**src/rtl/operand_fetch_if.sv**
```systemverilog
// Decode-to-execute bundle for the operand fetch stage: request handshake,
// operand/opcode output handshake, writeback port and stall counter.
interface operand_fetch_if #(
  parameter int DATA_W = 32,
  parameter int ADDR_W = 5,
  parameter int OP_W   = 5,
  parameter int IMM_W  = 16,
  parameter int CNT_W  = 16
) ();
  logic              in_valid;
  logic              in_ready;
  logic [ADDR_W-1:0] rs_addr;
  logic [ADDR_W-1:0] rt_addr;
  logic [ADDR_W-1:0] rd_addr;
  logic [OP_W-1:0]   op_in;
  logic [IMM_W-1:0]  imm_in;
  logic              use_imm;
  logic              flush;
  logic              out_valid;
  logic              out_ready;
  logic [DATA_W-1:0] opa;
  logic [DATA_W-1:0] opb;
  logic              ops_equal;
  logic [OP_W-1:0]   op_out;
  logic [ADDR_W-1:0] rd_out;
  logic              wb_en;
  logic [ADDR_W-1:0] wb_addr;
  logic [DATA_W-1:0] wb_data;
  logic [CNT_W-1:0]  stall_cnt;

  modport slave (
    input  in_valid, rs_addr, rt_addr, rd_addr, op_in, imm_in, use_imm, flush,
    input  out_ready, wb_en, wb_addr, wb_data,
    output in_ready, out_valid, opa, opb, ops_equal, op_out, rd_out, stall_cnt
  );

  modport master (
    output in_valid, rs_addr, rt_addr, rd_addr, op_in, imm_in, use_imm, flush,
    output out_ready, wb_en, wb_addr, wb_data,
    input  in_ready, out_valid, opa, opb, ops_equal, op_out, rd_out, stall_cnt
  );
endinterface

```
**src/rtl/operand_fetch.sv**
```systemverilog
// Register-read stage: 32-entry register file, bypassed operand read, and a
// one-deep output register that stays coherent with writeback while stalled.
module operand_fetch #(
  parameter int DATA_W = 32,
  parameter int ADDR_W = 5,
  parameter int OP_W   = 5,
  parameter int IMM_W  = 16,
  parameter int CNT_W  = 16
) (
  input  logic           clk,
  input  logic           rst_n,
  operand_fetch_if.slave bus
);
  localparam int NREG = 2 ** ADDR_W;
  localparam logic [ADDR_W-1:0] ZERO_ADDR = {ADDR_W{1'b0}};

  logic [DATA_W-1:0] regfile_r [NREG];

  logic              out_valid_r, valid_n_s;
  logic [DATA_W-1:0] opa_r, opa_n_s, rd_a_s;
  logic [DATA_W-1:0] opb_r, opb_n_s, rd_b_s;
  logic              eq_r, eq_n_s;
  logic [OP_W-1:0]   op_r, op_n_s;
  logic [ADDR_W-1:0] rd_r, rd_n_s;
  logic [ADDR_W-1:0] rs_r, rs_n_s;
  logic [ADDR_W-1:0] rt_r, rt_n_s;
  logic              uimm_r, uimm_n_s;
  logic [CNT_W-1:0]  stall_r;

  logic in_ready_s, accept_s, hold_s, wb_live_s;

  assign wb_live_s  = bus.wb_en && (bus.wb_addr != ZERO_ADDR);
  assign in_ready_s = !bus.flush && (!out_valid_r || bus.out_ready);
  assign accept_s   = bus.in_valid && in_ready_s;
  assign hold_s     = out_valid_r && !bus.out_ready && !bus.flush;

  // Register file write port; address 0 is never written
  always_ff @(posedge clk or negedge rst_n) begin
    if (!rst_n) begin
      for (int i = 0; i < NREG; i++) regfile_r[i] <= {DATA_W{1'b0}};
    end else if (wb_live_s) begin
      regfile_r[bus.wb_addr] <= bus.wb_data;
    end
  end

  // Source operand read with same-cycle writeback bypass
  always_comb begin
    rd_a_s = {DATA_W{1'b0}};
    rd_b_s = {DATA_W{1'b0}};
    if (bus.rs_addr == ZERO_ADDR) begin
      rd_a_s = {DATA_W{1'b0}};
    end else if (bus.wb_en && (bus.wb_addr == bus.rs_addr)) begin
      rd_a_s = bus.wb_data;
    end else begin
      rd_a_s = regfile_r[bus.rs_addr];
    end
    if (bus.use_imm) begin
      rd_b_s = {{(DATA_W-IMM_W){1'b0}}, bus.imm_in};
    end else if (bus.rt_addr == ZERO_ADDR) begin
      rd_b_s = {DATA_W{1'b0}};
    end else if (bus.wb_en && (bus.wb_addr == bus.rt_addr)) begin
      rd_b_s = bus.wb_data;
    end else begin
      rd_b_s = regfile_r[bus.rt_addr];
    end
  end

  // Output stage next state: flush beats accept beats hold-refresh beats drain
  always_comb begin
    valid_n_s = out_valid_r;
    opa_n_s   = opa_r;
    opb_n_s   = opb_r;
    op_n_s    = op_r;
    rd_n_s    = rd_r;
    rs_n_s    = rs_r;
    rt_n_s    = rt_r;
    uimm_n_s  = uimm_r;
    if (bus.flush) begin
      valid_n_s = 1'b0;
    end else if (accept_s) begin
      valid_n_s = 1'b1;
      opa_n_s   = rd_a_s;
      opb_n_s   = rd_b_s;
      op_n_s    = bus.op_in;
      rd_n_s    = bus.rd_addr;
      rs_n_s    = bus.rs_addr;
      rt_n_s    = bus.rt_addr;
      uimm_n_s  = bus.use_imm;
    end else if (hold_s) begin
      // Held operands track writes to their source registers
      if (wb_live_s && (bus.wb_addr == rs_r)) begin
        opa_n_s = bus.wb_data;
      end else begin
        opa_n_s = opa_r;
      end
      if (wb_live_s && !uimm_r && (bus.wb_addr == rt_r)) begin
        opb_n_s = bus.wb_data;
      end else begin
        opb_n_s = opb_r;
      end
    end else begin
      valid_n_s = 1'b0;
    end
    eq_n_s = (opa_n_s == opb_n_s);
  end

  // Output bundle and held source information
  always_ff @(posedge clk or negedge rst_n) begin
    if (!rst_n) begin
      out_valid_r <= 1'b0;
      opa_r       <= {DATA_W{1'b0}};
      opb_r       <= {DATA_W{1'b0}};
      eq_r        <= 1'b1;
      op_r        <= {OP_W{1'b0}};
      rd_r        <= {ADDR_W{1'b0}};
      rs_r        <= {ADDR_W{1'b0}};
      rt_r        <= {ADDR_W{1'b0}};
      uimm_r      <= 1'b0;
    end else begin
      out_valid_r <= valid_n_s;
      opa_r       <= opa_n_s;
      opb_r       <= opb_n_s;
      eq_r        <= eq_n_s;
      op_r        <= op_n_s;
      rd_r        <= rd_n_s;
      rs_r        <= rs_n_s;
      rt_r        <= rt_n_s;
      uimm_r      <= uimm_n_s;
    end
  end

  // Saturating back-pressure counter
  always_ff @(posedge clk or negedge rst_n) begin
    if (!rst_n) begin
      stall_r <= {CNT_W{1'b0}};
    end else if (hold_s && (stall_r != {CNT_W{1'b1}})) begin
      stall_r <= stall_r + {{(CNT_W-1){1'b0}}, 1'b1};
    end else begin
      stall_r <= stall_r;
    end
  end

  assign bus.in_ready  = in_ready_s;
  assign bus.out_valid = out_valid_r;
  assign bus.opa       = opa_r;
  assign bus.opb       = opb_r;
  assign bus.ops_equal = eq_r;
  assign bus.op_out    = op_r;
  assign bus.rd_out    = rd_r;
  assign bus.stall_cnt = stall_r;
endmodule
```
**src/flat_wrapper.sv**
```systemverilog
// flat-port wrapper written by rule: the top's interface ports become plain ports
module operand_fetch_flat 
#(
  parameter int DATA_W = 32,
  parameter int ADDR_W = 5,
  parameter int OP_W   = 5,
  parameter int IMM_W  = 16,
  parameter int CNT_W  = 16
)
  (clk, rst_n, bus_in_valid, bus_rs_addr, bus_rt_addr, bus_rd_addr, bus_op_in, bus_imm_in, bus_use_imm, bus_flush, bus_out_ready, bus_wb_en, bus_wb_addr, bus_wb_data, bus_in_ready, bus_out_valid, bus_opa, bus_opb, bus_ops_equal, bus_op_out, bus_rd_out, bus_stall_cnt);
  operand_fetch_if #(.DATA_W(DATA_W), .ADDR_W(ADDR_W), .OP_W(OP_W), .IMM_W(IMM_W), .CNT_W(CNT_W)) bus_i ();
  input  logic clk;
  input  logic rst_n;
  input wire logic [$bits(bus_i.in_valid)-1:0] bus_in_valid;
  input wire logic [$bits(bus_i.rs_addr)-1:0] bus_rs_addr;
  input wire logic [$bits(bus_i.rt_addr)-1:0] bus_rt_addr;
  input wire logic [$bits(bus_i.rd_addr)-1:0] bus_rd_addr;
  input wire logic [$bits(bus_i.op_in)-1:0] bus_op_in;
  input wire logic [$bits(bus_i.imm_in)-1:0] bus_imm_in;
  input wire logic [$bits(bus_i.use_imm)-1:0] bus_use_imm;
  input wire logic [$bits(bus_i.flush)-1:0] bus_flush;
  input wire logic [$bits(bus_i.out_ready)-1:0] bus_out_ready;
  input wire logic [$bits(bus_i.wb_en)-1:0] bus_wb_en;
  input wire logic [$bits(bus_i.wb_addr)-1:0] bus_wb_addr;
  input wire logic [$bits(bus_i.wb_data)-1:0] bus_wb_data;
  output wire logic [$bits(bus_i.in_ready)-1:0] bus_in_ready;
  output wire logic [$bits(bus_i.out_valid)-1:0] bus_out_valid;
  output wire logic [$bits(bus_i.opa)-1:0] bus_opa;
  output wire logic [$bits(bus_i.opb)-1:0] bus_opb;
  output wire logic [$bits(bus_i.ops_equal)-1:0] bus_ops_equal;
  output wire logic [$bits(bus_i.op_out)-1:0] bus_op_out;
  output wire logic [$bits(bus_i.rd_out)-1:0] bus_rd_out;
  output wire logic [$bits(bus_i.stall_cnt)-1:0] bus_stall_cnt;
  assign bus_i.in_valid = bus_in_valid;
  assign bus_i.rs_addr = bus_rs_addr;
  assign bus_i.rt_addr = bus_rt_addr;
  assign bus_i.rd_addr = bus_rd_addr;
  assign bus_i.op_in = bus_op_in;
  assign bus_i.imm_in = bus_imm_in;
  assign bus_i.use_imm = bus_use_imm;
  assign bus_i.flush = bus_flush;
  assign bus_i.out_ready = bus_out_ready;
  assign bus_i.wb_en = bus_wb_en;
  assign bus_i.wb_addr = bus_wb_addr;
  assign bus_i.wb_data = bus_wb_data;
  assign bus_in_ready = bus_i.in_ready;
  assign bus_out_valid = bus_i.out_valid;
  assign bus_opa = bus_i.opa;
  assign bus_opb = bus_i.opb;
  assign bus_ops_equal = bus_i.ops_equal;
  assign bus_op_out = bus_i.op_out;
  assign bus_rd_out = bus_i.rd_out;
  assign bus_stall_cnt = bus_i.stall_cnt;
  operand_fetch #(.DATA_W(DATA_W), .ADDR_W(ADDR_W), .OP_W(OP_W), .IMM_W(IMM_W), .CNT_W(CNT_W)) u_core (.clk(clk), .rst_n(rst_n), .bus(bus_i));
endmodule
```
**config.mk**
```make
export PLATFORM = sky130hd
export DESIGN_NAME = operand_fetch_flat
export DESIGN_NICKNAME = d
export VERILOG_FILES = /design/src/rtl/operand_fetch_if.sv /design/src/rtl/operand_fetch.sv /design/src/flat_wrapper.sv
export SDC_FILE = /design/constraint.sdc
export NUM_CORES = 2
export LEC_CHECK = 0
export BUFFER_PORTS_ARGS = -buffer_cell sky130_fd_sc_hd__buf_2
export CAP_MARGIN = 20
export CORE_MARGIN = 3
export CORE_UTILIZATION = 30
export DETAILED_ROUTE_END_ITERATION = 16
export PLACE_DENSITY_LB_ADDON = 0.15
export SETUP_SLACK_MARGIN = 0.02
export SYNTH_ARGS = -nofsm -noshare
export SYNTH_HDL_FRONTEND = slang
export SYNTH_SLANG_ARGS = --single-unit
```
**constraint.sdc**
```tcl
create_clock -name clk -period 8.9 [get_ports clk]
set_input_delay 1.78 -clock clk [delete_from_list [all_inputs] [get_ports clk]]
set_output_delay 1.78 -clock clk [all_outputs]
set_load 0.01 [all_outputs]
```
==> impl_metrics.toml <==
[critical_path]
r2r_setup_slack_ps = 4200
crit_path_end_kind = "register"
crit_arrival_ps = 6250
r2r_end = "u_core.bus.ops_equal"
worstPathRequired_ps = 9600
crit_start = "bus_wb_addr[2]"
ff2ff_path_depth = 10
path_max_fanout = 21
r2r-start = "u_core.bus.out_valid"
critPathKind = "input port to register"
start_kind = "input port"

[min_path]
min_from = "u_core.regfile_r[997]"
whs_endpoint = "u_core.regfile_r[997]"
hp-class = "register to register"
min_path_cells = 0

[clocking]
clkSinkCount = 1127
hold_buffers = 0
cts_tree = "yes"
ctsResizeCount = 0
cts_buffer_depth = 3
cts-root-buf = "clkbuf_16"
clk_latency_ps = 810
post_cts_buffers = 0
numCtsBuffers = 139
htreeDepth = 4
path_clk_slew_ps = 60

[route]
wl_met1_um = 108000
drc_errors = 0
routedWlPerCell_um = 35.3
drtIter0Drc = 3960
ant_nets = 0
wl_met3_um = 13000
top_layer = "met5"
wl_met2_um = 120000
wl_um = 251000
avgViaCountPerCell = 5.79
dr.pass1.iters = 6
vias = 41058

[floorplan]
die_y_um = 452
io_pins = 173
start_util_pct = 30.4
dieArea_um2 = 204000
core_um2 = 196000
rows = 162
die_x_um = 452

[run_status]
status = "completed"

[power]
power.density_nw_per_um2 = 237
p_leak_uw = 0.0293
ir_worst_vdd_mv = 0.197

[global_route]
antenna_found_initial = 18
grt_max_degree = 149
overflow = 0
grt_pass1_wl_um = 350000
grtUsageTotal_pct = 24.2
grt_pass1_vias = 41385

[yosys]
synth.most_common_cell = "dfrtp_1"
async_reset_ff_share_pct = 100
synth_edf_count = 0
yosys_warnings = 0
yosysTopAreaCellShare_pct = 47.3
synth-seq-area-share_pct = 47.3
synth_cell_types = 69
synth-seq-cells = 1127
synth_area_per_cell_um2 = 13.6
synth_common_cells = "dfrtp_1 (1126), mux2_2 (911), mux4_2 (440)"
synth_area_um2 = 59600
synth_area_leader_cell = "dfrtp_1"
yosys-top-cells-area = "dfrtp_1 (47%), mux2_2 (17%), mux4_2 (17%)"
synth_fp_nets = 4457
ys.flop_type = "dfrtp_1"
synthCells = 4376

[placed_design]
dp_hpwl_um = 153000
routabilityCongestion = 0.848
io_buffer_count = 172
placed_cells = 6844

[sta]
fmax_mhz = 180
finalHoldViolCount = 0
setup_viol = 0
period_share_pct = 62.3
min_period_ps = 5550
worst-slew-pin-transition_ps = 1200
rsz0062_at_grt = "no"
skew_ps = 34.7
maxSlewHeadroom_pct = 19.5
worst_hold_slack_ps = 396
drv_slew = 0
setup_tns_ps = 0

[layout]
areaGrowthSynthToFinish_pct = 14.4
layoutNonFillerInstCount = 7097
drive_gt1_share_pct = 43.5
nNetsFinal = 4442

[run]
maxCapViolations = 0
[report_power, final]
part	internal [µW]	switching, µW
logic	1710	1540
clock network	3590	2410
registers	6090	819
total	11400	4770
[state kept, by name, summed over array words and instances (netlist names)]
signal                count
u_core.bus.rd_out         5
u_core.rs_r               5
u_core.uimm_r             1
u_core.bus.opb           32
u_core.regfile_r       1024
u_core.bus.opa           32
u_core.bus.ops_equal      1
u_core.bus.op_out         5
u_core.bus.stall_cnt     16
u_core.bus.out_valid      1
u_core.rt_r               5
[cell usage in the layout (no fill, tap or decap), types with 25 or more instances in the layout]
cell and count:
a21oi_1 31, buf_2 164, nand2_1 302, mux2_2 911, clkbuf_1 27, nor2_1 50
a22oi_1 47, xor2_1 25, mux2i_1 205, a221oi_1 74, mux4_2 440, a2111oi_0 43
dfrtp_1 1126, xnor2_1 38, clkbuf_8 34, o21ai_0 213, nand3_1 33, and2_1 25
o22ai_1 38, buf_4 123, clkbuf_16 143
[per-layer routing]
metal | GRT usage, % | vias to the layer above
met2 | 39.7 | 1447
met3 | 3.77 | 369
li1 | - | 16694
met4 | 9.04 | 4
met5 | 0 | -
met1 | 32.4 | 22544
[logic make-up after synthesis]
family | Yosys count | share of synthesized area [%]
muxes | 1556 | 37.3
DFF | 1127 | 47.3
and+or+nand+nor | 574 | 4.42
AOI/OAI and AO/OA | 570 | 6.62
buffers and inverters | 485 | 3.43
xor gates and xnor gates | 63 | 0.926
adders and majority gates | 1 | 0.0210
[critical path, cell delays in order]
cell and delay [ps]:
buf_2 300, nor3_1 110, buf_4 200, a211oi_1 700, nand2_1 730, o21ai_4 410
buf_4 520, a2111o_1 280, xnor2_1 220, nand3_1 130, or4_1 640, nor4_2 190
[per-stage QoR]
step	utilization [%]	instance area [µm²]	setup slack (ps)	power [µW]
finish	34.7	68200	3350	16200
global route	34.7	68200	3370	16800
CTS	34.7	68200	3480	16300
detailed placement	32.3	63400	2620	10200
global placement	32.3	63400	2690	10200
floorplan	-	59600	3950	8880
[worst max-delay path by stage]
| stage | slack, ps | depth (start not counted) | to |
|---|---|---|---|
| after floorplan | 3950 | 15 | u_core.bus.ops_equal |
| after global placement | 2690 | 12 | u_core.bus.ops_equal |
| after detailed placement | 2620 | 12 | u_core.bus.ops_equal |
| after CTS | 3480 | 12 | u_core.bus.ops_equal |
| after global routing | 3370 | 11 | u_core.bus.ops_equal |
| final | 3350 | 12 | u_core.bus.ops_equal |
[final cells by class]
cell class / count / area (µm²)
fillers: 19072 / 128000
multi-input cells: 2764 / 29700
flip-flops and latches: 1127 / 28200
clock buffers: 204 / 4150
well taps: 2624 / 3280
repair buffers: 306 / 2090
clock inverters: 43 / 641
inverters: 23 / 88.8
diodes: 6 / 15.0
(Power assumes the default switching activity.)
